[src/rtl/mainsource_arbiter.sv]
// mainsource_arbiter
// Round-robin sequencer for the shared combinational source unit (MainSource).
// Two requesters hand over an operand/flag pair with a valid/ready handshake.
// The winner's operands are registered onto src_x_in/src_flag for one full
// ISSUE cycle. The unit's y_out is then captured and returned with the owner's
// id on a valid/ready response channel.
//
// Handshake semantics (all channels): a transfer happens on a rising CLK edge
// where valid and ready are both high. A requester keeps valid/x/flag stable
// until it sees ready. The arbiter holds rsp_valid/rsp_id/rsp_data stable until
// rsp_ready is seen.
//
// Ports:
//   CLK, Reset                 clock (rising edge), async active-low reset
//   req{0,1}_valid/_x/_flag    requester operation
//   req{0,1}_ready             combinational grant, high only in IDLE for the winner
//   src_x_in, src_flag         registered drive into the shared unit
//   src_y_out                  shared unit result (combinational from src_*)
//   rsp_valid/_id/_data        response channel, rsp_ready from consumer
//   busy                       high whenever the FSM is not IDLE
//   op_count                   completed responses, wraps 255 -> 0
//   state_dbg                  current FSM state (0 IDLE, 1 ISSUE, 2 RESP)
module mainsource_arbiter #(
    parameter int W = 8
) (
    input  logic         CLK,
    input  logic         Reset,
    input  logic         req0_valid,
    input  logic [W-1:0] req0_x,
    input  logic         req0_flag,
    output logic         req0_ready,
    input  logic         req1_valid,
    input  logic [W-1:0] req1_x,
    input  logic         req1_flag,
    output logic         req1_ready,
    output logic [W-1:0] src_x_in,
    output logic         src_flag,
    input  logic [W-1:0] src_y_out,
    output logic         rsp_valid,
    output logic         rsp_id,
    output logic [W-1:0] rsp_data,
    input  logic         rsp_ready,
    output logic         busy,
    output logic [7:0]   op_count,
    output logic [1:0]   state_dbg
);

    typedef enum logic [1:0] {
        IDLE  = 2'd0,
        ISSUE = 2'd1,
        RESP  = 2'd2
    } state_t;

    state_t state, state_nx;
    logic   last_grant;
    logic   pick1;
    logic   accept;
    logic   rsp_fire;

    // Requester 1 wins when it is the only one asking, or on a tie when
    // requester 0 was served last. Every other case with a request goes to 0.
    assign pick1 = req1_valid & (~req0_valid | ~last_grant);

    always_comb begin
        state_nx   = state;
        req0_ready = 1'b0;
        req1_ready = 1'b0;
        accept     = 1'b0;
        rsp_fire   = 1'b0;
        case (state)
            IDLE: begin
                if (req0_valid | req1_valid) begin
                    accept     = 1'b1;
                    req1_ready = pick1;
                    req0_ready = ~pick1;
                    state_nx   = ISSUE;
                end
            end
            ISSUE: begin
                state_nx = RESP;
            end
            RESP: begin
                if (rsp_ready) begin
                    rsp_fire = 1'b1;
                    state_nx = IDLE;
                end
            end
            default: begin
                state_nx = IDLE;
            end
        endcase
    end

    always_ff @(posedge CLK or negedge Reset) begin
        if (!Reset) begin
            state      <= IDLE;
            src_x_in   <= '0;
            src_flag   <= 1'b0;
            rsp_id     <= 1'b0;
            rsp_data   <= '0;
            op_count   <= 8'd0;
            last_grant <= 1'b1;
        end else begin
            state <= state_nx;
            if (accept) begin
                src_x_in <= pick1 ? req1_x : req0_x;
                src_flag <= pick1 ? req1_flag : req0_flag;
                rsp_id   <= pick1;
            end
            // Operands have been stable at the unit for the whole ISSUE cycle.
            if (state == ISSUE) begin
                rsp_data <= src_y_out;
            end
            if (rsp_fire) begin
                op_count   <= op_count + 8'd1;
                last_grant <= rsp_id;
            end
        end
    end

    assign rsp_valid = (state == RESP);
    assign busy      = (state != IDLE);
    assign state_dbg = state;

endmodule
[config.mk]
export PLATFORM = sky130hd
export DESIGN_NAME = mainsource_arbiter
export DESIGN_NICKNAME = d
export VERILOG_FILES = /design/src/rtl/mainsource_arbiter.sv
export SDC_FILE = /design/constraint.sdc
export NUM_CORES = 1
export LEC_CHECK = 0
export BUFFER_PORTS_ARGS = -buffer_cell sky130_fd_sc_hd__buf_2
export CAP_MARGIN = 20
export CORE_ASPECT_RATIO = 2
export CORE_MARGIN = 4
export CORE_UTILIZATION = 40
export DETAILED_ROUTE_END_ITERATION = 6
export GPL_ROUTABILITY_DRIVEN = 0
export PLACE_DENSITY = 0.71
export SYNTH_ARGS = -nofsm -noshare
export SYNTH_HDL_FRONTEND = slang
export SYNTH_SLANG_ARGS = --single-unit
[constraint.sdc]
create_clock -name CLK -period 3.1 [get_ports CLK]
set_input_delay 0.62 -clock CLK [delete_from_list [all_inputs] [get_ports CLK]]
set_output_delay 0.62 -clock CLK [all_outputs]
set_load 0.1 [all_outputs]
* Word-level counts from Yosys, hierarchy flattened
Cells that the tools add are included.
Storage, ports and cells: register bits after elaboration 29, word-level logic and storage cells 34, input port bits 31, output and inout bits 32
Operators by class: add/subtract/negate cells 1, reduce and logical (&&, ||, !) cells 3, muxes and demuxes 13, bitwise logic cells 6, equal/unequal tests 4
Operator list (number):
- $mux W1 | 9
- $add A8 B1 Y8 const B | 1
- $mux W8 | 1
- $pmux W2 S3 | 1
- $mux W2 | 2
- $not A1 Y1 | 3
- $eq A2 B1 Y1 const B | 1
- $eq A2 B2 Y1 const B | 1
- $logic_not A2 Y1 | 1
- $ne A2 B1 Y1 const B | 1
- $ne A2 B2 Y1 const B | 1
- $or A1 B1 Y1 | 2
- $reduce_and A2 Y1 | 1
- $reduce_bool A2 Y1 | 1
- $and A1 B1 Y1 | 1

* Depth between registers and ports, before layout
Gate-level depths: netlist (run 1).
word-level depth 6, mapped depth 4, gate-level depth less buffers 4

* Worst setup path after synthesis (run 1)
Ideal clock, no wire load.
kind flip-flop to output port, from reg state[1], in the netlist state_dbg[1], to out req1_ready, stages on the path, launching flop included 2, setup slack -0.663 ns, arrival 3.143 ns, path buffers 0, data required time 2.480 ns, cells stage by stage dfrtp_1 -> nor3_1
Between the ends: cells in the longest elaborated chain, start to end 2
RTL lines:
- start: declaration | RTL line 54 | state_t state, state_nx;
- start signal: assignment | RTL line 104 | state <= state_nx;
- $logic_not A2 Y1 | RTL line 70 | case (state)
- $mux W1 | RTL line 70
- end: declaration | RTL line 35 | output logic req1_ready,
Every way passes these cells.

* Worst setup path in the final report (run 1)
from in req1_valid, to out req1_ready
Between the ends: cells in the longest elaborated chain, start to end 3, elaborated cells on any way between the ends 4, classes of those cells mux (2); bitwise (2)
RTL lines:
- start: declaration | RTL line 32 | input logic req1_valid,
- $and A1 B1 Y1 / $or A1 B1 Y1 (equally long branches) | RTL line 62, 72
- $mux W1 (*) | RTL line 72 | if (req0_valid | req1_valid) begin
- $mux W1 (*) | RTL line 70
Every way passes the cells marked *; elsewhere a longest branch is shown, timed or not.

==> results of run 1 <==
through the flow:
stage	cells	hold slack, ps	utilization [%]	setup slack [ps]	instance area (um^2)
after floorplan	93	324	-	170	1300
after global placement	184	455	51.8	694	1640
after detailed placement	184	459	51.8	673	1640
after CTS	192	375	54.7	665	1730
after global routing	192	404	54.7	590	1730
final	192	350	54.7	667	1730
logic make-up (layout without fill, tap and decap cells):
| group | after synthesis | count (layout) | synth area share [%] |
|---|---|---|---|
| buffers and inverters | 8 | 76 | 3.09 |
| muxes | 24 | 24 | 22.9 |
| and+or+nand+nor | 16 | 16 | 6.67 |
| DFF | 29 | 29 | 56.2 |
| AOI/OAI and AO/OA | 8 | 8 | 5.42 |
| xor gates and xnor gates | 7 | 7 | 4.74 |
| adders and majority gates | 1 | 1 | 0.967 |
cell usage in the layout (no fill, tap or decap), types with 3 or more instances in the layout:
master / n
inv_1: 5
xor2_1: 4
buf_2: 62
clkbuf_8: 6
mux2_4: 7
xnor2_1: 3
mux2_2: 17
nor2_1: 3
dfrtp_1: 28
per-layer routing:
layer	vias to the layer above	GRT usage (%)
met5	-	0
met4	0	7.84
met3	6	4.89
met2	46	25.1
met1	487	14.9
li1	458	-
layout make-up:
type	instances	area, um^2	share of cell area, %
Clock buffer	8	90.1	5.22
Inverter	5	18.8	1.09
Multi-Input combinational cell	56	534	30.9
Sequential cell	29	727	42.1
Tap cell	31	38.8	2.25
Timing Repair Buffer	63	318	18.4
final timing paths:
check | cells past startpoint | slack, ps | from | endpoint
worst min register to register | 1 | 460 | op_count[7] | op_count[7]
min in group CLK | 1 | 460 | op_count[7] | op_count[7]
worst max register to register | 4 | 1530 | state_dbg[1] | src_flag
worst min-delay path | 1 | 350 | Reset | src_x_in[5]
worst max-delay path | 4 | 670 | req1_valid | req1_ready
max in group asynchronous | 1 | 2330 | Reset | op_count[3]
flip-flops by register name, summed over array words and instances, names as in the netlist:
name,flops
op_count,8
rsp_data,8
src_x_in,8
state_dbg,2
last_grant,1
rsp_id,1
src_flag,1
==> reports/qor.yml, run 1 <==
timing:
  max_freq_mhz: 411
  fin_crit_ps: 2430
  tightest_slew_ps: 620
  fin_tns_setup_ps: 0
  maxSlewViolCount: 0
  fin_skew_ps: 4.66
  hold_viol_final: 0
  setup_violations: 0
  maxSlewHeadroom_pct: 58.7
  period_share_pct: 78.5
  rsz0062_at_grt: "no"
clocking:
  cts_tree: "built"
  clk-insertion-delay-late_ps: 280
  clock_path_buffers: 2
  cts_hold_buf: 0
  cts_resized: 0
  clk_pin_slew_ps: 60
  cts_inserted_buffers: 5
  clkSinkCount: 29
  h-tree-depth: 2
  cts_root_buf: "clkbuf_8"
  post_cts_buffers: 0
worst_setup_path:
  cpMostUsedCell: "buf_2"
  cp_max_fo: 11
  worstSetupStartpointType: "primary input"
  cpMaxStageDelayCell: "buf_2"
  max_stage_delay_ps: 490
  cp.arrival_ps: 1810
  cp-end-kind: "output port"
  required_ps: 2480
  crit_type: "in2out"
  cp_top_family: "buffers and inverters"
  critPathBufInv: 2
  path_cells: "buf_2 -> a21bo_2 -> nor3_2 -> buf_2"
layout:
  fillers: 278
  diodes: 0
  layout.nets: 192
  final_layout_size_suffix_gt1_share_pct: 60.2
  syn_to_final_growth_pct: 33.5
synthesis:
  synthTopCellsByArea: "dfrtp_1 54%, mux2_2 15%, mux2_4 8.1%"
  yosysWarningCount: 0
  synthTopCellsByCount: "28 x dfrtp_1, 17 x mux2_2, 7 x mux2_4, 5 x inv_1, 4 x xor2_1"
  syn-num-nets: 125
  ys.flop_type: "dfrtp_1"
  syn_area_per_cell_um2: 13.9
  synth_edf_count: 0
  synth_most_common_cell: "dfrtp_1"
  ys_types: 25
  synth_top_area_cell: "dfrtp_1"
  synth.top_cell.area_share_pct: 54.2
  ys_seq_area_share_pct: 56.2
  netlist_instances: 93
  synth_seq_cells: 29
  synth_area_um2: 1290
  synthArstFlopShare_pct: 100
global_route:
  first_global_vias: 1013
  overflow: 0
  grt_max_degree: 30
  grt_pass1_wl_mm: 4.40
  antenna_found_initial: 0
  track_usage_pct: 14.8
routing:
  wl_met3_um: 222
  wl_mm: 2.83
  viasPerCell: 5.19
  wl_met2_mm: 1.60
  drt_iter0_drc: 2
  postRouteAntennaNets: 0
  wl_met1_um: 944
  wire_per_inst_um: 14.7
  drc: 0
  drt_pre_antenna_iters: 3
  vias: 997
  top_layer: "met4"
floorplanning:
  rows: 29
  dieHeight_um: 88.4
  start_util_pct: 41.0
  core_um2: 3160
  die_x_um: 48.2
  die_area_um2: 4260
  ios: 63
placement:
  hpwl_mm: 2.34
  port_buffers: 62
run_status:
  status: "completed"
min_path:
  hold_path.class: "in2async"
flow_run:
  drv_cap: 0
Power of run 1 is not shown: default switching activity piles up to over one toggle a cycle in this logic, so the estimate is an artifact.
==> inputs of run 2 (changes only) <==
- PLACE_DENSITY: 0.71 -> 0.74
- clock period: 3.1 -> 2 ns (I/O delays scaled with it)
==> run 2 against run 1 <==
Effect of this change: setup slack lost 490 ps; cell area increased by 5.4%; register-to-register slack worse by 1200 ps; utilization is 3.0 points higher; non-clock buffer count grew 1; largest cell class unchanged; highest routed layer unchanged.
==> reports/qor.yml, run 2 (synthesized netlist as in run 1, its figures left out) <==
clocking:
  cts_hold_buf: 0
  clk_pin_slew_ps: 70
  cts_root_buf: "clkbuf_8"
  cts_inserted_buffers: 5
  clkSinkCount: 29
  clk-insertion-delay-late_ps: 280
  post_cts_buffers: 0
  clock_path_buffers: 2
  cts_resized: 0
  h-tree-depth: 2
  cts_tree: "built"
timing:
  fin_crit_ps: 1830
  fin_skew_ps: 9.17
  max_freq_mhz: 548
  maxSlewViolCount: 0
  setup_violations: 0
  rsz0062_at_grt: "no"
  tightest_slew_ps: 632
  timing.hold.ws_ps: 135
  period_share_pct: 91.3
  hold_viol_final: 0
  maxSlewHeadroom_pct: 57.9
  fin_tns_setup_ps: 0
layout:
  top_regs: "op_count x8, rsp_data x8, src_x_in x8"
  stdcell_area_um2: 1820
  final_cell_mix: "60 x buf_2, 26 x dfrtp_1, 17 x mux2_2"
  diodes: 0
  layout.nets: 193
  final_common_cell: "buf_2"
  syn_to_final_growth_pct: 40.7
  final_layout_size_suffix_gt1_share_pct: 63.6
min_path:
  hold_path.class: "in2async"
global_route:
  antenna_found_initial: 0
  grt_max_degree: 30
  track_usage_pct: 15.5
  overflow: 0
  grt_pass1_wl_mm: 4.60
  first_global_vias: 1020
placement:
  hpwl_mm: 2.32
  port_buffers: 62
  placed_cell_area_um2: 1700
floorplanning:
  ios: 63
  start_util_pct: 41.0
  rows: 29
  dieHeight_um: 88.4
  core_um2: 3160
  die_area_um2: 4260
  die_x_um: 48.2
worst_setup_path:
  max_stage_delay_ps: 520
  cp_max_fo: 7
  required_ps: 1600
  cp.arrival_ps: 1430
  path_cells: "nand2b_1 -> inv_1 -> buf_2"
  cp-end-kind: "output port"
  cpMaxStageDelayCell: "dfrtp_4"
  worstSetupStartpointType: "flip-flop"
  crit_type: "reg2out"
routing:
  drt_pre_antenna_iters: 4
  postRouteAntennaNets: 0
  drc: 0
  viasPerCell: 5.13
  wire_per_inst_um: 15.1
  vias: 991
  wl_mm: 2.92
  drt_iter0_drc: 6
run_status:
  status: "completed"
flow_run:
  drv_cap: 0
-- run 2: stage by stage --
| step | setup slack, ps | util [%] | std cells |
|---|---|---|---|
| after floorplan | 7.97 | - | 93 |
| after global placement | 340 | 53.9 | 185 |
| after detailed placement | 283 | 53.9 | 185 |
| after CTS | 153 | 57.7 | 193 |
| after global routing | 78.2 | 57.7 | 193 |
| final | 174 | 57.7 | 193 |
-- run 2: worst paths after layout --
| check | startpoint | to | slack (ps) | cells after the start |
|---|---|---|---|---|
| setup / recovery | state_dbg[0] | rsp_valid | 170 | 3 |
| hold / removal | Reset | src_x_in[0] | 140 | 1 |
| setup reg to reg | last_grant | src_x_in[5] | 350 | 4 |
| hold reg to reg | op_count[7] | op_count[7] | 490 | 1 |
| max in group asynchronous | Reset | state_dbg[0] | 1390 | 1 |
| min in group CLK | rsp_ready | state_dbg[1] | 350 | 2 |
-- run 2: area by class of cell --
cell class | count | area (um^2)
sequential | 29 | 734
inverter | 5 | 18.8
clock buffer | 6 | 82.6
timing repair buffer | 64 | 355
fill | 269 | 1340
tap | 31 | 38.8
clock inverter | 2 | 37.5
multi-input combinational | 56 | 553
-- run 2: critical path, delay by kind of cell, from the launching register on --
| kind | cells | cell delay, ps |
|---|---|---|
| buffers and inverters | 2 | 460 |
| AND/OR/NAND/NOR | 1 | 170 |
| flip-flops | 1 | 520 |
-- run 2: routing by layer --
layer	GRT usage [%]	vias to the layer above	share of wire (%)
met4	8.09	0	2.2
met1	15.6	477	32
met2	26.0	47	57
met3	6.11	6	9.4
met5	0	-	0
li1	-	461	-
Power of run 2 is left out for the same reason.
